--- src/rtl/cpu_types_pkg.sv ---
// cpu_types_pkg: shared execute-unit operation codes and result/CDB records
package cpu_types_pkg;
  localparam int XLEN_DEF = 32;
  localparam int PTAG_W_DEF = 6;
  localparam int ROB_W_DEF = 5;
  typedef enum logic [3:0] {
    ALU_ADD  = 4'd0,
    ALU_SUB  = 4'd1,
    ALU_AND  = 4'd2,
    ALU_OR   = 4'd3,
    ALU_XOR  = 4'd4,
    ALU_SLL  = 4'd5,
    ALU_SRL  = 4'd6,
    ALU_SRA  = 4'd7,
    ALU_SLT  = 4'd8,
    ALU_SLTU = 4'd9,
    ALU_LUI  = 4'd10
  } alu_op_e;
  typedef struct packed {
    logic [PTAG_W_DEF-1:0] tag;
    logic [ROB_W_DEF-1:0]  rob;
    logic [XLEN_DEF-1:0]   data;
  } exec_result_t;
  typedef struct packed {
    logic                  valid;
    logic [PTAG_W_DEF-1:0] tag;
    logic [ROB_W_DEF-1:0]  rob;
    logic [XLEN_DEF-1:0]   data;
  } cdb_t;
endpackage

--- src/rtl/exec_out_fifo.sv ---
// exec_out_fifo: synchronous result FIFO with flush, head presented combinationally
module exec_out_fifo
  import cpu_types_pkg::*;
#(
  parameter int DEPTH = 2,
  parameter type entry_t = exec_result_t
) (
  input  logic   clk,
  input  logic   rst,
  input  logic   push_i,
  input  entry_t push_data_i,
  input  logic   pop_i,
  input  logic   flush_i,
  output logic   head_valid_o,
  output entry_t head_o
);
  localparam int PW = DEPTH > 1 ? $clog2(DEPTH) : 1;
  localparam int CW = $clog2(DEPTH + 1);
  entry_t mem_q [DEPTH];
  logic [PW-1:0] wp_q, rp_q;
  logic [CW-1:0] cnt_q;
  logic do_pop;
  function automatic logic [PW-1:0] nxt(input logic [PW-1:0] p);
    return (p == PW'(DEPTH - 1)) ? '0 : p + PW'(1);
  endfunction
  assign head_valid_o = cnt_q != '0;
  assign head_o = mem_q[rp_q];
  assign do_pop = pop_i && head_valid_o;
  // Circular buffer; flush and reset only rewind pointers, stale data is never exposed
  always_ff @(posedge clk) begin
    if (rst || flush_i) begin
      wp_q <= '0;
      rp_q <= '0;
      cnt_q <= '0;
    end else begin
      if (push_i) begin
        mem_q[wp_q] <= push_data_i;
        wp_q <= nxt(wp_q);
      end
      if (do_pop) rp_q <= nxt(rp_q);
      cnt_q <= cnt_q + CW'(push_i) - CW'(do_pop);
    end
  end
endmodule

--- src/rtl/alu_exec_pipe.sv ---
// alu_exec_pipe: RV32I ALU over LAT stages feeding a credit-gated CDB output queue
module alu_exec_pipe
  import cpu_types_pkg::*;
#(
  parameter int XLEN = 32,
  parameter int PTAG_W = 6,
  parameter int ROB_W = 5,
  parameter int LAT = 1,
  parameter int OUTQ_DEPTH = 2
) (
  input  logic              clk,
  input  logic              rst,
  input  logic              issue_valid_i,
  output logic              issue_ready_o,
  input  logic [3:0]        alu_op_i,
  input  logic              use_imm_i,
  input  logic [XLEN-1:0]   rs1_data_i,
  input  logic [XLEN-1:0]   rs2_data_i,
  input  logic [XLEN-1:0]   imm_i,
  input  logic [PTAG_W-1:0] rd_phys_i,
  input  logic [ROB_W-1:0]  rob_idx_i,
  input  logic              flush_i,
  output logic              cdb_valid_o,
  input  logic              cdb_ready_i,
  output logic [PTAG_W-1:0] cdb_tag_o,
  output logic [ROB_W-1:0]  cdb_rob_o,
  output logic [XLEN-1:0]   cdb_data_o
);
  localparam int SHW = $clog2(XLEN);
  localparam int OW = $clog2(OUTQ_DEPTH + 1);
  typedef struct packed {
    logic [PTAG_W-1:0] tag;
    logic [ROB_W-1:0]  rob;
    logic [XLEN-1:0]   data;
  } res_t;
  logic [XLEN-1:0] op_b, alu_res;
  logic accept, pop, push, head_v;
  res_t s0_r, push_r, head_r;
  logic [OW-1:0] occ_q, occ_d;
  assign op_b = use_imm_i ? imm_i : rs2_data_i;
  // Stage-1 ALU; undefined encodings produce zero but still broadcast
  always_comb begin
    case (alu_op_e'(alu_op_i))
      ALU_ADD:  alu_res = rs1_data_i + op_b;
      ALU_SUB:  alu_res = rs1_data_i - op_b;
      ALU_AND:  alu_res = rs1_data_i & op_b;
      ALU_OR:   alu_res = rs1_data_i | op_b;
      ALU_XOR:  alu_res = rs1_data_i ^ op_b;
      ALU_SLL:  alu_res = rs1_data_i << op_b[SHW-1:0];
      ALU_SRL:  alu_res = rs1_data_i >> op_b[SHW-1:0];
      ALU_SRA:  alu_res = $unsigned($signed(rs1_data_i) >>> op_b[SHW-1:0]);
      ALU_SLT:  alu_res = XLEN'($signed(rs1_data_i) < $signed(op_b));
      ALU_SLTU: alu_res = XLEN'(rs1_data_i < op_b);
      ALU_LUI:  alu_res = imm_i;
      default:  alu_res = '0;
    endcase
  end
  assign pop = head_v && cdb_ready_i;
  assign issue_ready_o = !rst && (occ_q < OW'(OUTQ_DEPTH) || pop);
  assign accept = issue_valid_i && issue_ready_o;
  assign s0_r = {rd_phys_i, rob_idx_i, alu_res};
  assign occ_d = (rst || flush_i) ? '0 : occ_q + OW'(accept) - OW'(pop);
  // Credit counter: results in the pipeline plus results waiting in the queue
  always_ff @(posedge clk) occ_q <= occ_d;
  if (LAT == 1) begin : g_direct
    assign push = accept && !flush_i;
    assign push_r = s0_r;
  end else begin : g_pipe
    logic [LAT-2:0] v_q;
    res_t r_q [LAT-1];
    // Non-stalling result pipeline; credits guarantee the queue has room at the end
    always_ff @(posedge clk) begin
      v_q[0] <= accept && !flush_i && !rst;
      r_q[0] <= s0_r;
      for (int i = 1; i < LAT - 1; i++) begin
        v_q[i] <= v_q[i-1] && !flush_i && !rst;
        r_q[i] <= r_q[i-1];
      end
    end
    assign push = v_q[LAT-2];
    assign push_r = r_q[LAT-2];
  end
  exec_out_fifo #(.DEPTH(OUTQ_DEPTH), .entry_t(res_t)) u_outq (
    .clk(clk),
    .rst(rst),
    .push_i(push),
    .push_data_i(push_r),
    .pop_i(pop),
    .flush_i(flush_i),
    .head_valid_o(head_v),
    .head_o(head_r)
  );
  assign cdb_valid_o = head_v;
  assign cdb_tag_o = head_v ? head_r.tag : '0;
  assign cdb_rob_o = head_v ? head_r.rob : '0;
  assign cdb_data_o = head_v ? head_r.data : '0;
endmodule

--- config.mk ---
export PLATFORM = sky130hd
export DESIGN_NAME = alu_exec_pipe
export DESIGN_NICKNAME = d
export VERILOG_FILES = /design/src/rtl/cpu_types_pkg.sv /design/src/rtl/exec_out_fifo.sv /design/src/rtl/alu_exec_pipe.sv
export SDC_FILE = /design/constraint.sdc
export NUM_CORES = 1
export LEC_CHECK = 0
export ABC_AREA = 1
export ABC_CLOCK_PERIOD_IN_PS = 4900
export CAP_MARGIN = 20
export CORE_AREA = 2 2 166 209
export CTS_BUF_LIST = sky130_fd_sc_hd__clkbuf_4 sky130_fd_sc_hd__clkbuf_8
export DETAILED_ROUTE_END_ITERATION = 12
export DIE_AREA = 0 0 168 211
export HOLD_SLACK_MARGIN = 0.05
export PLACE_DENSITY = 0.68
export SKIP_CTS_REPAIR_TIMING = 1
export SYNTH_ARGS = -nofsm -noshare
export SYNTH_HDL_FRONTEND = slang
export SYNTH_SLANG_ARGS = --single-unit
--- constraint.sdc ---
create_clock -name clk -period 4.9 [get_ports clk]
set_clock_uncertainty 0.05 [all_clocks]
set_input_delay 0.49 -clock clk [delete_from_list [all_inputs] [get_ports clk]]
set_output_delay 0.49 -clock clk [all_outputs]
set_load 0.05 [all_outputs]
# --- Yosys cells after proc, flatten, opt, wreduce, memory -nomap -nowiden ---
# Memory sizes are Yosys's and may differ from the RTL's. A register that Yosys moved wholly into a read port is not among the register bits.
# Cells that the tools add are included.
classes:
  n_addsub: 8
  magnitude_cmp: 3
  eq_ne: 10
  shift: 3
  muxes: 12
  bitwise: 3
  n_reduce_logical: 11
ops:
  columns: ["op", "n"]
  rows:
  - ["32-bit case mux with 11 select lines", 1]
  - ["32-bit less-than comparator", 2]
  - ["32-bit two-way mux", 2]
  - ["32-bit adder", 1]
  - ["32-bit bitwise AND", 1]
  - ["32-bit OR", 1]
  - ["32-bit by 5-bit left shift with 32-bit output", 1]
  - ["32-bit by 5-bit >> shifter with 32-bit output", 1]
  - ["32-bit by 5-bit >>> shifter with 32-bit output", 1]
  - ["32-bit subtractor", 1]
  - ["32-bit bitwise XOR", 1]
  - ["4-bit by 3-bit == test with 1-bit output, second input constant", 4]
  - ["4-bit == test, second input constant", 3]
  - ["4-bit by 2-bit == test with 1-bit output, second input constant", 2]
  - ["1-bit two-way mux", 7]
  - ["6-bit two-way mux", 1]
  - ["1-bit logical AND", 5]
  - ["5-bit two-way mux", 1]
  - ["2-bit by 1-bit adder with 2-bit output", 2]
  - ["4-bit by 1-bit == test with 1-bit output, second input constant", 1]
  - ["4-bit logical NOT", 1]
  - ["2-bit by 1-bit subtractor with 2-bit output", 2]
  - ["1-bit adder, second input constant", 2]
  - ["1-bit logical NOT", 2]
  - ["3 further kinds", 4]
word_totals:
  regBits: 6
  ramBits: 86
  inputBits: 117
  mem_count: 1
memory_table:
  columns: ["memory", "words", "width", "read_ports", "rd_ports_with_merged_regs", "wr", "line_no", "rtl"]
  rows:
  - ["u_outq.mem_q", 2, 43, 1, 1, 1, "exec_out_fifo.sv:19", "entry_t mem_q [DEPTH];"]

# --- Depth between registers and ports, before layout ---
# Gate-level depths: netlist (run 1).
depth:
  word_depth: 9
  ltp_mapped: 21

# --- Cells and area by module ---
# A second synthesis (run 1) with hierarchy kept.
unflattened:
  cells_unflattened: 2437
  hier_area_um2: 14478.9
modules_own_cells:
  columns: ["mod", "instances", "cells_per_inst", "area_per_inst_um2", "seq_area_each_um2"]
  rows:
  - ["alu_exec_pipe", 1, 2265, 10923.0, 40.0]
  - ["exec_out_fifo", 1, 172, 3555.9, 2682.6]

# --- Worst setup path after synthesis (run 1) ---
# No wires, ideal clock.
synth_timing:
  path_type: "register -> register"
  startpoint: "reg u_outq.cnt_q[1]"
  endpoint: "mem u_outq.mem_q[1][0] (netlist name), enable pin"
  setup_ns: 0.445
  t_arrival_ns: 3.979
  t_required_ns: 4.405
  path_slack_ns: 0.426
  stages_incl_launch_ff: 9
  path_buffers: 0
  synth_period_minus_slack_ns: 4.474
  cell_sequence: "dfxtp_1 -> nor2_1 -> inv_1 -> nand2_1 -> a21oi_1 -> nand2_1 -> nor2_1 -> inv_1 -> nor2_1"
synth_between:
  elab_chain_len: 9
synth_rtl:
  columns: ["element", "line_no", "rtl"]
  rows:
  - ["start: declaration", "exec_out_fifo.sv:21", "logic [CW-1:0] cnt_q;"]
  - ["start signal: assignment", "exec_out_fifo.sv:41", "cnt_q <= cnt_q + CW'(push_i) - CW'(do_pop);"]
  - ["2-bit nonzero test", "exec_out_fifo.sv:26", "assign head_valid_o = cnt_q != '0;"]
  - ["named net cdb_valid_o", "alu_exec_pipe.sv:23", "output logic cdb_valid_o,"]
  - ["1-bit logical AND", "alu_exec_pipe.sv:58", "assign pop = head_v && cdb_ready_i;"]
  - ["1-bit logical OR", "alu_exec_pipe.sv:59", "assign issue_ready_o = !rst && (occ_q < OW'(OUTQ_DEPTH) || pop);"]
  - ["1-bit logical AND", "alu_exec_pipe.sv:59", null]
  - ["named net issue_ready_o", "alu_exec_pipe.sv:14", "output logic issue_ready_o,"]
  - ["1-bit logical AND", "alu_exec_pipe.sv:60", "assign accept = issue_valid_i && issue_ready_o;"]
  - ["1-bit logical AND", "alu_exec_pipe.sv:66", "assign push = accept && !flush_i;"]
  - ["named net push", "alu_exec_pipe.sv:37", "logic accept, pop, push, head_v;"]
  - ["1-bit two-way mux", "exec_out_fifo.sv:36", "if (push_i) begin"]
  - ["1-bit two-way mux", "exec_out_fifo.sv:31", "if (rst || flush_i) begin"]
  - ["1-bit two-way mux (implied by the code)", "exec_out_fifo.sv:37", "mem_q[wp_q] <= push_data_i;"]
  - ["end: declaration", "exec_out_fifo.sv:19", null]
# The timed path passes the listed nets, and every way through them passes these cells.

# --- Worst setup path in the final report (run 1) ---
layout_timing:
  startpoint: "in use_imm_i"
  endpoint: "mem u_outq.mem_q[1][26] (netlist name), data pin"
layout_between:
  elab_chain_len: 3
layout_rtl:
  columns: ["element", "line_no", "rtl"]
  rows:
  - ["start: declaration", "alu_exec_pipe.sv:16", "input logic use_imm_i,"]
  - ["32-bit two-way mux (*)", "alu_exec_pipe.sv:40", "assign op_b = use_imm_i ? imm_i : rs2_data_i;"]
  - ["32-bit subtractor (tied with other cells)", "alu_exec_pipe.sv:45", "ALU_SUB: alu_res = rs1_data_i - op_b;"]
  - ["32-bit case mux with 11 select lines (*)", "alu_exec_pipe.sv:43", "case (alu_op_e'(alu_op_i))"]
  - ["named net alu_res[26]", "alu_exec_pipe.sv:36", "logic [XLEN-1:0] op_b, alu_res;"]
# Mark *: on every way through the listed nets, which the timed path passes. The rest lies on a longest branch.

==> results of run 1 <==
==> final cells by class <==
class | count | area, sq um
antenna | 3 | 7.51
clock buffer | 9 | 124
clock inverter | 7 | 91.3
fill | 3592 | 17300
inverter | 293 | 1100
multi-input combinational | 1906 | 9580
sequential | 93 | 2720
tap | 423 | 529
timing repair buffer | 196 | 1880
==> state kept, by name, indices dropped and copies added (netlist names), named ones only <==
| name | count |
|---|---|
| u_outq.mem_q | 86 |
| u_outq.wp_q | 1 |
| u_outq.rp_q | 1 |
| u_outq.cnt_q | 2 |
| occ_q | 2 |
==> cell usage after synthesis, types with 2 or more instances <==
master,instances
nand2_1,744
nand3_1,456
inv_1,282
nor2_1,175
a21oi_1,153
ha_1,104
o21ai_0,93
edfxtp_1,86
clkbuf_1,50
buf_2,43
nand4_1,34
o22ai_1,21
or2_2,17
nor3_1,16
a221oi_1,13
o21bai_1,13
buf_4,11
o21ai_1,9
o211ai_1,8
dfxtp_1,7
inv_2,7
o2111ai_1,6
buf_6,5
xor2_1,5
and2_1,4
clkinv_1,4
nand2_4,4
a31oi_1,3
nand2_2,3
nand3b_1,3
nor4_1,3
a211oi_1,2
fa_1,2
o21ai_2,2
o221ai_1,2
or2_1,2
==> metrics by stage <==
step | setup WS (ns) | power [mW] | util, % | cell area [sq um] | hold slack, ns
2_1_floorplan | 0.426 | 1.96 | - | 13900 | 0.372
3_3_place_gp | 0.581 | 2.56 | 47.5 | 15800 | 0.385
3_5_place_dp | 0.591 | 2.57 | 47.5 | 15800 | 0.395
4_1_cts | 1.04 | 3.14 | 48.1 | 16000 | 0.409
5_1_grt | 0.754 | 3.35 | 48.1 | 16000 | 0.442
6_report | 0.888 | 3.20 | 48.1 | 16000 | 0.408
==> metal layers <==
layer	routed length [um]	up-vias	share of wire [%]	global-route usage (%)
met5	0	-	0	0
met4	5780	0	7.9	27.3
met3	6510	271	8.9	8.38
met2	34700	1035	48	70.2
met1	26000	8262	36	44.6
li1	-	8150	-	-
==> kinds of logic after synthesis <==
kind of cell             synth area share (%)
AO/OA/AOI/OAI                            13.3
adder cells (fa/ha/maj)                  9.64
flip-flops                               19.6
AND/OR/NAND/NOR                          45.3
XOR/XNOR                                0.315
buffers and inverters                    11.9
==> where the power goes <==
| part | leakage, nW | internal, mW | switching [mW] |
|---|---|---|---|
| Sequential | 0.852 | 0.901 | 0.00528 |
| Clock | 0.105 | 0.248 | 0.336 |
| Combinational | 6.85 | 0.499 | 1.21 |
| Total | 7.81 | 1.65 | 1.55 |
==> worst paths after layout <==
check | startpoint | end | cells after the start
worst max register to register | u_outq.cnt_q[1] | u_outq.mem_q[0][34] | 10
worst min-delay path | u_outq.rp_q | u_outq.rp_q | 1
worst max-delay path | use_imm_i | u_outq.mem_q[1][26] | 17
worst min register to register | u_outq.rp_q | u_outq.rp_q | 1
==> worst register-to-register path: stages, from the launching register on <==
cell,delay (ns)
dfxtp_1,0.42
nor2_4,0.04
buf_4,0.30
inv_1,0.15
nand2_1,0.07
a21oi_1,0.17
nand2_1,0.14
nor2_1,0.20
inv_1,0.14
nor2_4,0.62
buf_4,0.50
==> run metrics, run 1 <==
status completed; H-Tree Depth 3; CP endpoint kind flop; Die X 168 um; DRT antenna net count 0; Synth Flop Type edfxtp_1; final worst-path cycle share 81.9%; vias in the first global route 16979; most common cell after layout, fill and taps aside nand2_1; Pins Over Slew Limit 0; Avg Cell Area, Syn 5.79 sq um; crit path time final 4.01 ns; CP top delay family simple AND/OR/NAND/NOR gates; Max Root-Sink Buffers 2; setup violators final 0; crit-path cells buf_2, inv_1, buf_4, nand2_4, nand2_4, buf_4, ha_1, inv_1, fa_1, nand4_1, nand3_1, nand2_1, nand3_1, nand3_1, nand2_1, nor2_1, nand2_1; GP Congestion 1.10; CTS sink cnt 93; post-synth top area share 20.1%; synth top area cells nand2_1, edfxtp_1, nand3_1, ha_1, inv_1; Vias 17718; largest net degree at the start of global routing 71; CP max FO 34; CP max stage delay 0.50 ns; Arr. time, crit path 4.13 ns; WP data required 5.02 ns; Die Y 211 um; Num CTS Buffers 9; iteration count of the initial detailed-routing pass 8; Crit Path Class in2reg; Slew HR 30.6%; CTS tree yes; slowest CP cell inv_1; total core area 33300 sq um; area delta synth->final 15.3%; RSZ-0062 raised after global routing no; EDFF count, synth 86; Yosys warning count 0; post-synth cell types 47; # port buffers 161; layout cell share with drive strength beyond 1 3.67%; Final Hold Vio Count 0; clock-pin transition on the worst setup and hold timing paths 0.11 ns; IO Count 162; Post-synth ARST share 0%; Overflow after GRT 0; first-pass GRT wire length 106000 um; placed wire-length estimate 58200 um; LEAKAGE 7.81 nW; Cell Count, Final, Fillers Out 2930; Seq/Total Area, Yosys 19.6%; Initial Util 41.8%; Setup TNS Final 0 ns; most frequent cells in the layout nand2_1, nand3_1, inv_1; initial DRC count 1910; r2r setup slk 1.76 ns; GRT Resource Usage Total 40.5%; cell count after synthesis 2403; nets 2722; CTS root buf clkbuf_8; vias per inst 6.05; maximum VDD drop 0.000110 V; Post-Syn Nets 2626; Yosys top cell by area nand2_1; post-synthesis register bit count 93; Clk Latency, worst-skew pair 0.42 ns; PwrDens 199 nW/um^2; WL per Instance 24.9 um; placed insts 2911; maxcap violations 0; Routed WL 72900 um; row count 75; Max Clk Rate 249 MHz; CP Launch Type input port; die footprint 35400 sq um; Synth Cell Area 13900 sq um; DRC violations left 0; antenna violations before repair 3; worst slew pin tran 1.04 ns; number of buffers and inverters on the critical path 5; HP Class reg2reg
Note: power is estimated with default switching activity, not from simulation.
==> run 2, diff against run 1 <==
--- a/config.mk
+++ b/config.mk
@@ -6,7 +6,7 @@
 export NUM_CORES = 1
 export LEC_CHECK = 0
 export ABC_AREA = 1
-export ABC_CLOCK_PERIOD_IN_PS = 4900
+export ABC_CLOCK_PERIOD_IN_PS = 3800
 export CAP_MARGIN = 20
 export CORE_AREA = 2 2 166 209
 export CTS_BUF_LIST = sky130_fd_sc_hd__clkbuf_4 sky130_fd_sc_hd__clkbuf_8
==> constraint.sdc (replaced) <==
create_clock -name clk -period 3.8 [get_ports clk]
set_clock_uncertainty 0.05 [all_clocks]
set_input_delay 0.38 -clock clk [delete_from_list [all_inputs] [get_ports clk]]
set_output_delay 0.38 -clock clk [all_outputs]
set_load 0.05 [all_outputs]
==> run 2 against run 1 <==
- combinational power grew 33%
- die area is the same
- highest routed layer unchanged
- setup slack lost 0.63 ns
- non-clock buffer count grew 50
- core utilization grew 0.88 points
- flip-flop and latch count is the same
- total power grew 30%
==> run metrics, run 2 (same netlist as run 1, synthesis figures left out) <==
Die X 168 um; CTS tree yes; worst slew pin tran 0.841 ns; Vias 17797; Num CTS Buffers 9; total core area 33300 sq um; largest net degree at the start of global routing 71; iteration count of the initial detailed-routing pass 6; most frequent cells in the layout nand2_1, nand3_1, inv_1; slowest CP cell clkdlybuf4s50_1; r2r setup slk 1.53 ns; placed wire-length estimate 56500 um; GP Congestion 1.08; crit-path cells clkdlybuf4s50_1, or2_2, o21ai_0, ha_1, nand2_1, nor2_1, nand2_1, nand2_1, nand2_1, nand2_1, nand2_1, a21oi_1, nor2_1, nor2_1, nand2_1; Clk Latency, worst-skew pair 0.41 ns; biggest registers after layout u_outq.mem_q x86, occ_q x2, u_outq.cnt_q x2; number of buffers and inverters on the critical path 1; Arr. time, crit path 3.65 ns; crit path time final 3.55 ns; GRT Resource Usage Total 39.0%; CP Launch Type input port; maxcap violations 0; Final WS setup 0.253 ns; vias per inst 5.98; max reg flops 86; status completed; die footprint 35400 sq um; initial DRC count 1965; Max Root-Sink Buffers 2; Max Clk Rate 282 MHz; RR Startpoint u_outq.cnt_q[1]; nets 2772; IO Count 162; setup slack at placement -0.0615 ns; Final Core Density 49.0%; RSZ-0062 raised after global routing no; Overflow after GRT 0; area delta synth->final 17.4%; layout cell share with drive strength beyond 1 7.20%; Largest Register u_outq.mem_q; CP top delay family simple AND/OR/NAND/NOR gates; CP max stage delay 0.42 ns; Routed WL 70800 um; HP Class reg2reg; Worst path most repeated cell nand2_1; vias in the first global route 16842; Slew HR 43.9%; maximum VDD drop 0.000145 V; most common cell after layout, fill and taps aside nand2_1; LEAKAGE 8.14 nW; clock-pin transition on the worst setup and hold timing paths 0.11 ns; Final Hold Vio Count 0; DRC violations left 0; antenna violations before repair 0; Reg-to-Reg End u_outq.mem_q[1][8]; DRT antenna net count 0; # port buffers 161; CP max FO 9; Die Y 211 um; worst hold margin 0.412 ns; H-Tree Depth 3; WL per Instance 23.8 um; Reg2Reg Depth 9; Initial Util 41.8%; WP data required 3.91 ns; CTS root buf clkbuf_8; first-pass GRT wire length 102000 um; CP endpoint kind flop; setup violators final 0; Crit Path Class in2reg; row count 75; worst hold stages 1; PwrDens 254 nW/um^2; Pins Over Slew Limit 0; CTS sink cnt 93; worst min-delay path startpoint u_outq.rp_q; final worst-path cycle share 93.3%
run 2: where the power goes:
part	switching, mW	total [mW]	internal [mW]
Combinational	1.57	2.28	0.703
Sequential	0.00600	1.17	1.16
Clock	0.442	0.700	0.259
Total	2.02	4.15	2.12
run 2: metrics by stage:
| step | setup TNS, ns | cells | instance area [sq um] | power (mW) |
|---|---|---|---|---|
| after floorplan | 0 | 2403 | 13900 | 2.53 |
| after global placement | -0.150 | 2961 | 16100 | 3.38 |
| after detailed placement | -0.123 | 2961 | 16100 | 3.39 |
| after CTS | 0 | 2977 | 16300 | 4.08 |
| after global routing | 0 | 2977 | 16300 | 4.35 |
| final | 0 | 2978 | 16300 | 4.15 |
run 2: worst max path at each step:
stage	cells after the start	end	slack, ns	startpoint
final	15	u_outq.mem_q[1][27]	0.25	imm_i[5]
after global routing	15	u_outq.mem_q[1][27]	0.13	imm_i[6]
after CTS	15	u_outq.mem_q[1][27]	0.38	imm_i[5]
after detailed placement	15	u_outq.mem_q[1][27]	-0.06	imm_i[5]
after global placement	15	u_outq.mem_q[1][27]	-0.07	imm_i[5]
after floorplan	8	u_outq.mem_q[1][0]	0.05	u_outq.cnt_q[1]
run 2: cell type report:
| class | instances | area, sq um |
|---|---|---|
| tap | 423 | 529 |
| fill | 3648 | 17000 |
| timing repair buffer | 246 | 2200 |
| clock inverter | 7 | 75.1 |
| antenna | 1 | 2.50 |
| inverter | 293 | 1100 |
| clock buffer | 9 | 124 |
| sequential | 93 | 2720 |
| multi-input combinational | 1906 | 9580 |
run 2: layer usage:
metal	GRT usage (%)	routed length, um	vias up	share of wire, %
met5	0	0	-	0
met4	26.9	5590	0	7.9
met3	5.10	5790	241	8.2
met2	66.3	33100	1002	47
met1	45.7	26200	8314	37
li1	-	-	8240	-
run 2: worst register-to-register path, delay by kind of cell, from the launching register on:
kind | cells | cell delay [ns]
and+or+nand+nor | 5 | 0.49
DFF | 1 | 0.40
AOI/OAI and AO/OA | 1 | 0.17
buffers and inverters | 3 | 0.76
